<file path="src/rtl/mem_arb_pkg.sv">
// ---------------------------------------------------------------------------
// mem_arb_pkg
// Shared types for the instruction/data memory port arbiter.
//   owner_e     : identifies which unit issued a memory transaction
//   other_owner : returns the opposite owner (round-robin helper)
// ---------------------------------------------------------------------------
package mem_arb_pkg;

    typedef enum logic {
        OWNER_INSTR = 1'b0,
        OWNER_DATA  = 1'b1
    } owner_e;

    function automatic owner_e other_owner(input owner_e o);
        return (o == OWNER_INSTR) ? OWNER_DATA : OWNER_INSTR;
    endfunction

endpackage

</file>
<file path="src/rtl/owner_fifo.sv">
// ---------------------------------------------------------------------------
// owner_fifo
// Small FIFO recording the owner of every granted memory transaction so
// that responses can be routed back in issue order.
//   clk_i, rst_i : clock, synchronous active-high reset (discards entries)
//   push_i/data_i: enqueue an owner
//   pop_i        : dequeue the head (ignored while empty)
//   full_o/empty_o, head_o : status and oldest owner
// A push while full is accepted when a pop happens in the same cycle.
// ---------------------------------------------------------------------------
module owner_fifo
    import mem_arb_pkg::*;
#(
    parameter int unsigned DEPTH = 2
) (
    input  logic   clk_i,
    input  logic   rst_i,
    input  logic   push_i,
    input  owner_e data_i,
    input  logic   pop_i,
    output logic   full_o,
    output logic   empty_o,
    output owner_e head_o
);

    localparam int unsigned PTR_W = (DEPTH > 1) ? $clog2(DEPTH) : 1;
    localparam int unsigned CNT_W = $clog2(DEPTH + 1);

    owner_e           mem_q [DEPTH];
    logic [PTR_W-1:0] wr_ptr_q, wr_ptr_d;
    logic [PTR_W-1:0] rd_ptr_q, rd_ptr_d;
    logic [CNT_W-1:0] cnt_q, cnt_d;
    logic             do_push, do_pop;

    function automatic logic [PTR_W-1:0] ptr_inc(input logic [PTR_W-1:0] p);
        return (p == PTR_W'(DEPTH - 1)) ? '0 : p + 1'b1;
    endfunction

    assign full_o  = (cnt_q == CNT_W'(DEPTH));
    assign empty_o = (cnt_q == '0);
    assign head_o  = mem_q[rd_ptr_q];

    assign do_pop  = pop_i & ~empty_o;
    // Freeing the head slot this cycle makes room for the incoming entry.
    assign do_push = push_i & (~full_o | do_pop);

    always_comb begin
        wr_ptr_d = wr_ptr_q;
        rd_ptr_d = rd_ptr_q;
        cnt_d    = cnt_q;
        if (do_push) wr_ptr_d = ptr_inc(wr_ptr_q);
        if (do_pop)  rd_ptr_d = ptr_inc(rd_ptr_q);
        case ({do_push, do_pop})
            2'b10:   cnt_d = cnt_q + 1'b1;
            2'b01:   cnt_d = cnt_q - 1'b1;
            default: cnt_d = cnt_q;
        endcase
    end

    always_ff @(posedge clk_i) begin
        if (rst_i) begin
            wr_ptr_q <= '0;
            rd_ptr_q <= '0;
            cnt_q    <= '0;
        end else begin
            wr_ptr_q <= wr_ptr_d;
            rd_ptr_q <= rd_ptr_d;
            cnt_q    <= cnt_d;
            if (do_push) mem_q[wr_ptr_q] <= data_i;
        end
    end

endmodule

</file>
<file path="src/rtl/mem_port_arbiter.sv">
// ---------------------------------------------------------------------------
// mem_port_arbiter
// Shares one req/gnt/rvalid memory port between instruction fetch and
// load/store. Round-robin selection with a lock that holds a stalled
// request until granted; zero-latency request path; responses routed by
// an owner FIFO recording every granted transaction.
//   instr_*  : fetch port (read-only)
//   data_*   : load/store port
//   mem_*    : shared memory port
//   err_o    : sticky, set by an rvalid with nothing outstanding
// ---------------------------------------------------------------------------
module mem_port_arbiter
    import mem_arb_pkg::*;
#(
    parameter int unsigned MAX_OUTSTANDING = 2,
    parameter int unsigned ADDR_W          = 32,
    parameter int unsigned DATA_W          = 32
) (
    input  logic              clk_i,
    input  logic              rst_i,
    input  logic              instr_req_i,
    input  logic [ADDR_W-1:0] instr_adr_i,
    output logic              instr_gnt_o,
    output logic              instr_rvalid_o,
    output logic [DATA_W-1:0] instr_rdata_o,
    input  logic              data_req_i,
    input  logic [ADDR_W-1:0] data_adr_i,
    input  logic              data_we_i,
    input  logic [DATA_W-1:0] data_wdata_i,
    output logic              data_gnt_o,
    output logic              data_rvalid_o,
    output logic [DATA_W-1:0] data_rdata_o,
    output logic              mem_req_o,
    output logic [ADDR_W-1:0] mem_adr_o,
    output logic              mem_we_o,
    output logic [DATA_W-1:0] mem_wdata_o,
    input  logic              mem_gnt_i,
    input  logic              mem_rvalid_i,
    input  logic [DATA_W-1:0] mem_rdata_i,
    output logic              err_o
);

    owner_e sel;
    owner_e last_grant_q, last_grant_d;
    owner_e lock_owner_q, lock_owner_d;
    owner_e head;
    logic   lock_q, lock_d;
    logic   err_q, err_d;
    logic   fifo_full, fifo_empty;
    logic   pop, block, granted, resp_ok;

    owner_fifo #(
        .DEPTH (MAX_OUTSTANDING)
    ) u_owner_fifo (
        .clk_i   (clk_i),
        .rst_i   (rst_i),
        .push_i  (granted),
        .data_i  (sel),
        .pop_i   (pop),
        .full_o  (fifo_full),
        .empty_o (fifo_empty),
        .head_o  (head)
    );

    // A stalled request keeps its selection; otherwise round-robin.
    always_comb begin
        sel = OWNER_INSTR;
        if (lock_q)                        sel = lock_owner_q;
        else if (instr_req_i && data_req_i) sel = other_owner(last_grant_q);
        else if (data_req_i)                sel = OWNER_DATA;
    end

    assign resp_ok = mem_rvalid_i & ~fifo_empty & ~rst_i;
    assign pop     = resp_ok;
    assign block   = fifo_full & ~pop;
    assign mem_req_o = (instr_req_i | data_req_i) & ~block & ~rst_i;
    assign granted   = mem_req_o & mem_gnt_i;

    assign mem_adr_o   = (sel == OWNER_DATA) ? data_adr_i   : instr_adr_i;
    assign mem_we_o    = (sel == OWNER_DATA) & data_we_i;
    assign mem_wdata_o = (sel == OWNER_DATA) ? data_wdata_i : '0;

    assign instr_gnt_o = granted & (sel == OWNER_INSTR);
    assign data_gnt_o  = granted & (sel == OWNER_DATA);

    assign instr_rvalid_o = resp_ok & (head == OWNER_INSTR);
    assign data_rvalid_o  = resp_ok & (head == OWNER_DATA);
    assign instr_rdata_o  = rst_i ? '0 : mem_rdata_i;
    assign data_rdata_o   = rst_i ? '0 : mem_rdata_i;

    assign err_o = err_q;

    always_comb begin
        lock_d       = lock_q;
        lock_owner_d = lock_owner_q;
        last_grant_d = last_grant_q;
        err_d        = err_q | (mem_rvalid_i & fifo_empty);
        if (granted) begin
            lock_d       = 1'b0;
            last_grant_d = sel;
        end else if (mem_req_o) begin
            lock_d       = 1'b1;
            lock_owner_d = sel;
        end
    end

    always_ff @(posedge clk_i) begin
        if (rst_i) begin
            lock_q       <= 1'b0;
            lock_owner_q <= OWNER_INSTR;
            last_grant_q <= OWNER_INSTR;
            err_q        <= 1'b0;
        end else begin
            lock_q       <= lock_d;
            lock_owner_q <= lock_owner_d;
            last_grant_q <= last_grant_d;
            err_q        <= err_d;
        end
    end

endmodule

</file>
<file path="config.mk">
export PLATFORM = sky130hd
export DESIGN_NAME = mem_port_arbiter
export DESIGN_NICKNAME = d
export VERILOG_FILES = /design/src/rtl/mem_arb_pkg.sv /design/src/rtl/owner_fifo.sv /design/src/rtl/mem_port_arbiter.sv
export SDC_FILE = /design/constraint.sdc
export NUM_CORES = 1
export LEC_CHECK = 0
export CAP_MARGIN = 0
export CORE_AREA = 2 2 105 107
export CTS_CLUSTER_SIZE = 16
export DETAILED_ROUTE_END_ITERATION = 7
export DIE_AREA = 0 0 107 109
export SLEW_MARGIN = 20
export SYNTH_ARGS = -nofsm -noshare
export SYNTH_HDL_FRONTEND = slang
export SYNTH_SLANG_ARGS = --single-unit
</file>
<file path="constraint.sdc">
create_clock -name clk_i -period 2 [get_ports clk_i]
set_input_delay 0.3 -clock clk_i [delete_from_list [all_inputs] [get_ports clk_i]]
set_output_delay 0.3 -clock clk_i [all_outputs]
set_load 0.02 [all_outputs]
</file>
==> key figures, run 1 <==
GRT
  • Total gr overflow: 0
  • Vias in the first global route: 2242
  • Total track usage: 12.52%
  • Global-route wire length before repair: 11540 um
  • Largest net degree at the start of global routing: 34
  • Initial antenna violation count: 0

Setup path
  • Worst Path Max Fanout: 8
  • CP peak stage delay: 0.38 ns
  • Critical path arrival: 1.65 ns
  • Crit-path cells: nor2b_4 > a22oi_4 > buf_6 > mux2_2 > clkdlybuf4s15_1
  • R2R Path Start: u_owner_fifo.cnt_q[1]
  • Crit start category: flip-flop
  • Crit. Startpoint: lock_q
  • Critical path required time: 1.70 ns
  • Buf/Inv on CP: 2
  • WS Path Type: flip-flop to output port
  • Setup crit end kind: output port
  • Top Family by Delay on Critical Path: buffers and inverters
  • Slowest-stage cell, CP: dfxtp_4

Floorplan
  • Core area: 10600 sq um
  • Boundary pin count: 270
  • FP Rows: 38
  • Initial core utilization: 15.06%
  • Die Height: 109 um
  • Die area: 11660 sq um
  • Die Wd: 107 um

Synthesis
  • Ys flop type: dfxtp_1
  • Syn Area/Cell: 8.023 sq um
  • Most common cell in the netlist: and2_1
  • Area contributors post-synth: mux2_2 (22%), buf_4 (15%), and2_1 (13%)
  • Seq/Total Area, Yosys: 15.05%
  • Syn Nets: 335
  • Synth async-reset ratio: 0%
  • Synth cell types: 33
  • #FFs+latches synth: 11
  • Synth top cells by count: and2_1 (34), nor2b_1 (33), buf_4 (32)
  • Largest area contributor in the netlist: mux2_2
  • Ys Warns: 0
  • Mapped Area: 1597 sq um
  • Synth top area share: 21.87%
  • Post-Synthesis Cells: 199
  • Number of synthesized flops with an enable pin: 2

Power
  • Net Sw Frac: 37.70%
  • Clock share of power: 13.6%
  • Worst IR Drop VDD: 0.0001384 V
  • Register share of total power: 15.7%
  • Tot Pwr: 1.631 mW
  • PD cells: 383.4 nW/um^2
  • Combinational power share: 70.7%
  • Int Power: 1.016 mW
  • Switching power: 0.6151 mW
  • Leak: 2.139 nW

Clock tree
  • Cts bufs inserted: 3
  • Post-CTS Hold Buffers: 0
  • H-tree Lvls: 1
  • CTS Sinks: 11
  • Root Buffer: clkbuf_8
  • TritonCTS clock tree: yes
  • Clock buffer depth: 2
  • Clk_lat worst skew: 0.23 ns
  • Clk slew on worst S/H paths: 0.05 ns

Placement
  • Dpl hpwl: 7280 um
  • GP Congestion: 0.9188
  • Placed Instance Area: 4327 sq um
  • Port Buffers: 269

STA
  • Final Hold Vio Count: 0
  • Maximum clock rate: 511.9 MHz
  • Final period util: 97.67%
  • Layout Skew: 0.002154 ns
  • Slew Limit Fails: 0
  • Slew @ Worst Pin: 0.3273 ns
  • Setup tns final: 0 ns
  • Worst slew margin: 78.18%
  • Post-layout min period: 1.953 ns
  • Final setup violation count: 0

Worst hold path
  • Origin of the worst min-delay path: err_o
  • Hold Path Class: flip-flop to flip-flop

Routing
  • Number of remaining DRC errors: 0
  • WL final: 8316 um
  • Drt via density: 3.859
  • WL per Instance: 14.00 um
  • First-pass DRT Iterations: 4
  • Initial drt markers: 67
  • Vias: 2292
  • Routed Antenna Nets: 0

Layout
  • Cell area after layout: 4255 sq um
  • Sequential cell area: 245.2 sq um
  • Multi-input gate area: 1066 sq um
  • Antenna Cells: 0
  • Fillers: 1069
  • Area grow syn2layout: 166.5%
  • Fin nets: 591
  • Layout cells sized above 1: 29.74%

Flow run
  • Number of max-cap violations: 0

Status
  • Outcome: complete, no violations
per-layer routing:
metal	wire [um]	GRT usage [%]	part of all wire, %	vias up
met4	72	2.968	0.87	0
met2	4503	25.52	54	162
met3	1044	4.005	13	4
li1	-	-	-	1134
met1	2695	12.08	32	992
met5	0	0	0	-
layout make-up:
type | count | area share, %
clock buffers | 4 | 1.059
inverters | 3 | 0.2646
multi-input cells | 142 | 25.05
flip-flops and latches | 11 | 5.763
well taps | 140 | 4.116
repair buffers | 294 | 63.75
worst reg2reg max path, delay by kind of cell, from the launching register on:
kind / cells / cell delay, ns
flip-flops: 1 / 0.31
buffers and inverters: 1 / 0.14
AO/OA/AOI/OAI: 1 / 0.12
AND/OR/NAND/NOR: 3 / 0.94
adder cells (fa/ha/maj): 1 / 0.28
cells in the final DEF, fill, tap and decap left out, drive strengths merged, types with 7 or more instances in the layout:
cell             n
and2            34
dlymetal6s2s    27
nor2b           33
nor2            11
buf             53
mux2            32
dlygate4sd2     12
clkbuf          37
clkdlybuf4s15    9
a21oi            7
dfxtp            9
clkdlybuf4s50  160
power by group through the flow:
| stage | sequential [mW] | clock, mW | combinational, mW |
|---|---|---|---|
| after floorplan | 0.262 | 0 | 0.561 |
| final | 0.257 | 0.221 | 1.15 |
| after global placement | 0.259 | 0 | 1.23 |
| after global routing | 0.259 | 0.240 | 1.23 |
| after detailed placement | 0.259 | 0 | 1.24 |
| after CTS | 0.256 | 0.229 | 1.21 |
cell families (layout without fill, tap and decap cells):
logic type               after synthesis  after routing  share of synthesized area (%)
AO/OA/AOI/OAI                         16             16                          6.662
buffers and inverters                 46            301                          19.83
adder cells (fa/ha/maj)                1              1                         0.7836
multiplexers                          33             33                          23.20
XOR/XNOR                               2              2                          1.097
flip-flops                            11             11                          15.05
AND/OR/NAND/NOR                       90             90                          33.39
sequential cells by signal, indices dropped and copies added (netlist names), named ones only:
name / cells
u_owner_fifo.mem_q: 2
lock_owner_q: 1
err_o: 1
u_owner_fifo.wr_ptr_q: 1
last_grant_q: 1
u_owner_fifo.rd_ptr_q: 1
lock_q: 1
u_owner_fifo.cnt_q: 2
repair_timing:
action                                  CTS  global route
endpoints found under the setup margin  136            73
pin swaps                                 3             1
buffers inserted                          6             0
cloned                                    2             0
resized for setup                       213            83
final timing paths:
path | to | slack [ns] | cells past startpoint
worst max-delay path | mem_adr_o[25] | 0.05 | 5
worst min-delay path | err_o | 0.47 | 2
worst max register to register | u_owner_fifo.cnt_q[1] | 0.15 | 6
worst min register to register | err_o | 0.47 | 2
per-stage QoR:
step                worst slack [ns]  util (%)  hold WS, ns  std cells
finish                       0.04665     40.13       0.4685        594
global route               -0.009489     40.13       0.5445        594
global placement             -0.5536     40.81       0.4630        584
CTS                         0.008335     41.08       0.4736        596
detailed placement           -0.5923     40.81       0.4598        584
floorplan                     0.1639         -       0.4407        199
Power figures use the tool's default switching activity.
==> inputs of run 2 (changes only) <==
SLEW_MARGIN = default   (was 20)
==> results of run 2 <==
Final layout, timing and power as in run 1 (identical DEF).
==> RTL change, RTL diff (settings of run 1) <==
Put one more register stage on the output `err_o`, with the module's reset. The value now appears one clock later. The other outputs are not delayed to match.
--- a/src/rtl/mem_port_arbiter.sv
+++ b/src/rtl/mem_port_arbiter.sv
@@ -88,7 +88,13 @@
     assign instr_rdata_o  = rst_i ? '0 : mem_rdata_i;
     assign data_rdata_o   = rst_i ? '0 : mem_rdata_i;
 
-    assign err_o = err_q;
+    always_ff @(posedge clk_i) begin
+        if (rst_i) begin
+            err_o <= '0;
+        end else begin
+            err_o <= err_q;
+        end
+    end
 
     always_comb begin
         lock_d       = lock_q;
Behaviour: not the same (a bounded check fails within 4 cycles, from zero or initial values and one cycle with rst_i high).
==> RTL change against run 1 <==
- sequential cell count rose by 1
- wire length is 7.3% higher
- largest cell class unchanged
- power grew 9.6%
- synthesized cell count is 1.5% higher
- largest power group unchanged
- clock power increased by 4%
- cell area increased by 6.2%
- setup slack better by 0.025 ns
- area after synthesis is 1.8% higher
- via count grew 4.1%
- highest routed layer unchanged
==> RTL change: results (changes against run 1) <==
| Metric | Value |
|---|---|
| P_leak | `0.00203 uW (was 0.00214 uW)` |
| Final GP Congestion | `0.789 (was 0.919)` |
| Layout cell share with drive strength beyond 1 | `32.3% (was 29.7%)` |
| Final setup margin | `0.0721 ns (was 0.0467 ns)` |
| Met1 Use GR | `13.7% (was 12.1%)` |
| Xor and xnor area share after synthesis | `1.08% (was 1.10%)` |
| Slew Limit Headroom | `79.8% (was 78.2%)` |
| Synth top area cells | `mux2_2 (21%), buf_4 (15%), and2_1 (13%), nor2b_1 (13%), dfxtp_1 (12%) (was mux2_2 (22%), buf_4 (15%), and2_1 (13%), nor2b_1 (13%), dfxtp_1 (11%))` |
| Largest net degree at the start of global routing | `36 (was 34)` |
| Final setup skew | `0.00852 ns (was 0.00215 ns)` |
| DRT met1 WL | `3.04 mm (was 2.70 mm)` |
| GRT met3 Usage | `4.66% (was 4.00%)` |
| First-pass GRT wire length | `12.6 mm (was 11.5 mm)` |
| Met3 WL post-DR | `887 um (was 1.04 mm)` |
| Via/cell ratio | `3.96 (was 3.86)` |
| Vias in the first global route | `2,400 (was 2,242)` |
| Post-synthesis net count | `338 (was 335)` |
| Final cell count without fillers | `602 (was 594)` |
| WL/cell | `14.8 um (was 14.0 um)` |
| DP HPWL | `7.59 mm (was 7.28 mm)` |
| Cells after synthesis | `202 (was 199)` |
| Finished Core Util | `42.6% (was 40.1%)` |
| Max VDD drop | `0.000204 V (was 0.000138 V)` |
| Sequential cell power | `278 uW (was 257 uW)` |
| Status | `completed (unchanged)` |
| Power Density | `396 mW/mm^2 (was 383 mW/mm^2)` |
| Synth cell count leaders | `and2_1 (34), buf_4 (33), nor2b_1 (33) (was and2_1 (34), nor2b_1 (33), buf_4 (32))` |
| Critical Path AT | `1.63 ns (was 1.65 ns)` |
| Mux cell area share after synthesis | `22.8% (was 23.2%)` |
| Internal Power | `1130 uW (was 1020 uW)` |
| PostCTS Resize Cnt | `428 (was 213)` |
| Met2 wire length | `4.81 mm (was 4.50 mm)` |
| Met2 Use GR | `27.5% (was 25.5%)` |
## RTL change: cell types whose count changed after synthesis
cell	change
buf_4	+1
buf_6	-1
dfxtp_1	+1
clkbuf_1	+1
nor2b_2	+1
## RTL change: worst max-delay path, cell delays in order, from the launching register on
cell	delay, ns
dfxtp_2	0.33
nand2_2	0.06
a22oi_4	0.17
buf_6	0.12
bufbuf_16	0.26
mux2_4	0.30
buf_6	0.13
## RTL change: path summary, 6_finish.rpt
| path | from | to | depth (start not counted) |
|---|---|---|---|
| worst max-delay path | last_grant_q | mem_adr_o[17] | 6 |
| worst min-delay path | err_q | err_q | 2 |
| worst max register to register | u_owner_fifo.cnt_q[1] | u_owner_fifo.cnt_q[1] | 6 |
| worst min register to register | err_q | err_q | 2 |
## RTL change: cell type report
class	instances	area share, %
Sequential cell	12	5.87
Timing Repair Buffer	299	64.5
Tap cell	140	3.88
Inverter	3	0.360
Antenna cell	1	0.0554
Multi-Input combinational cell	143	24.3
Clock buffer	4	0.997
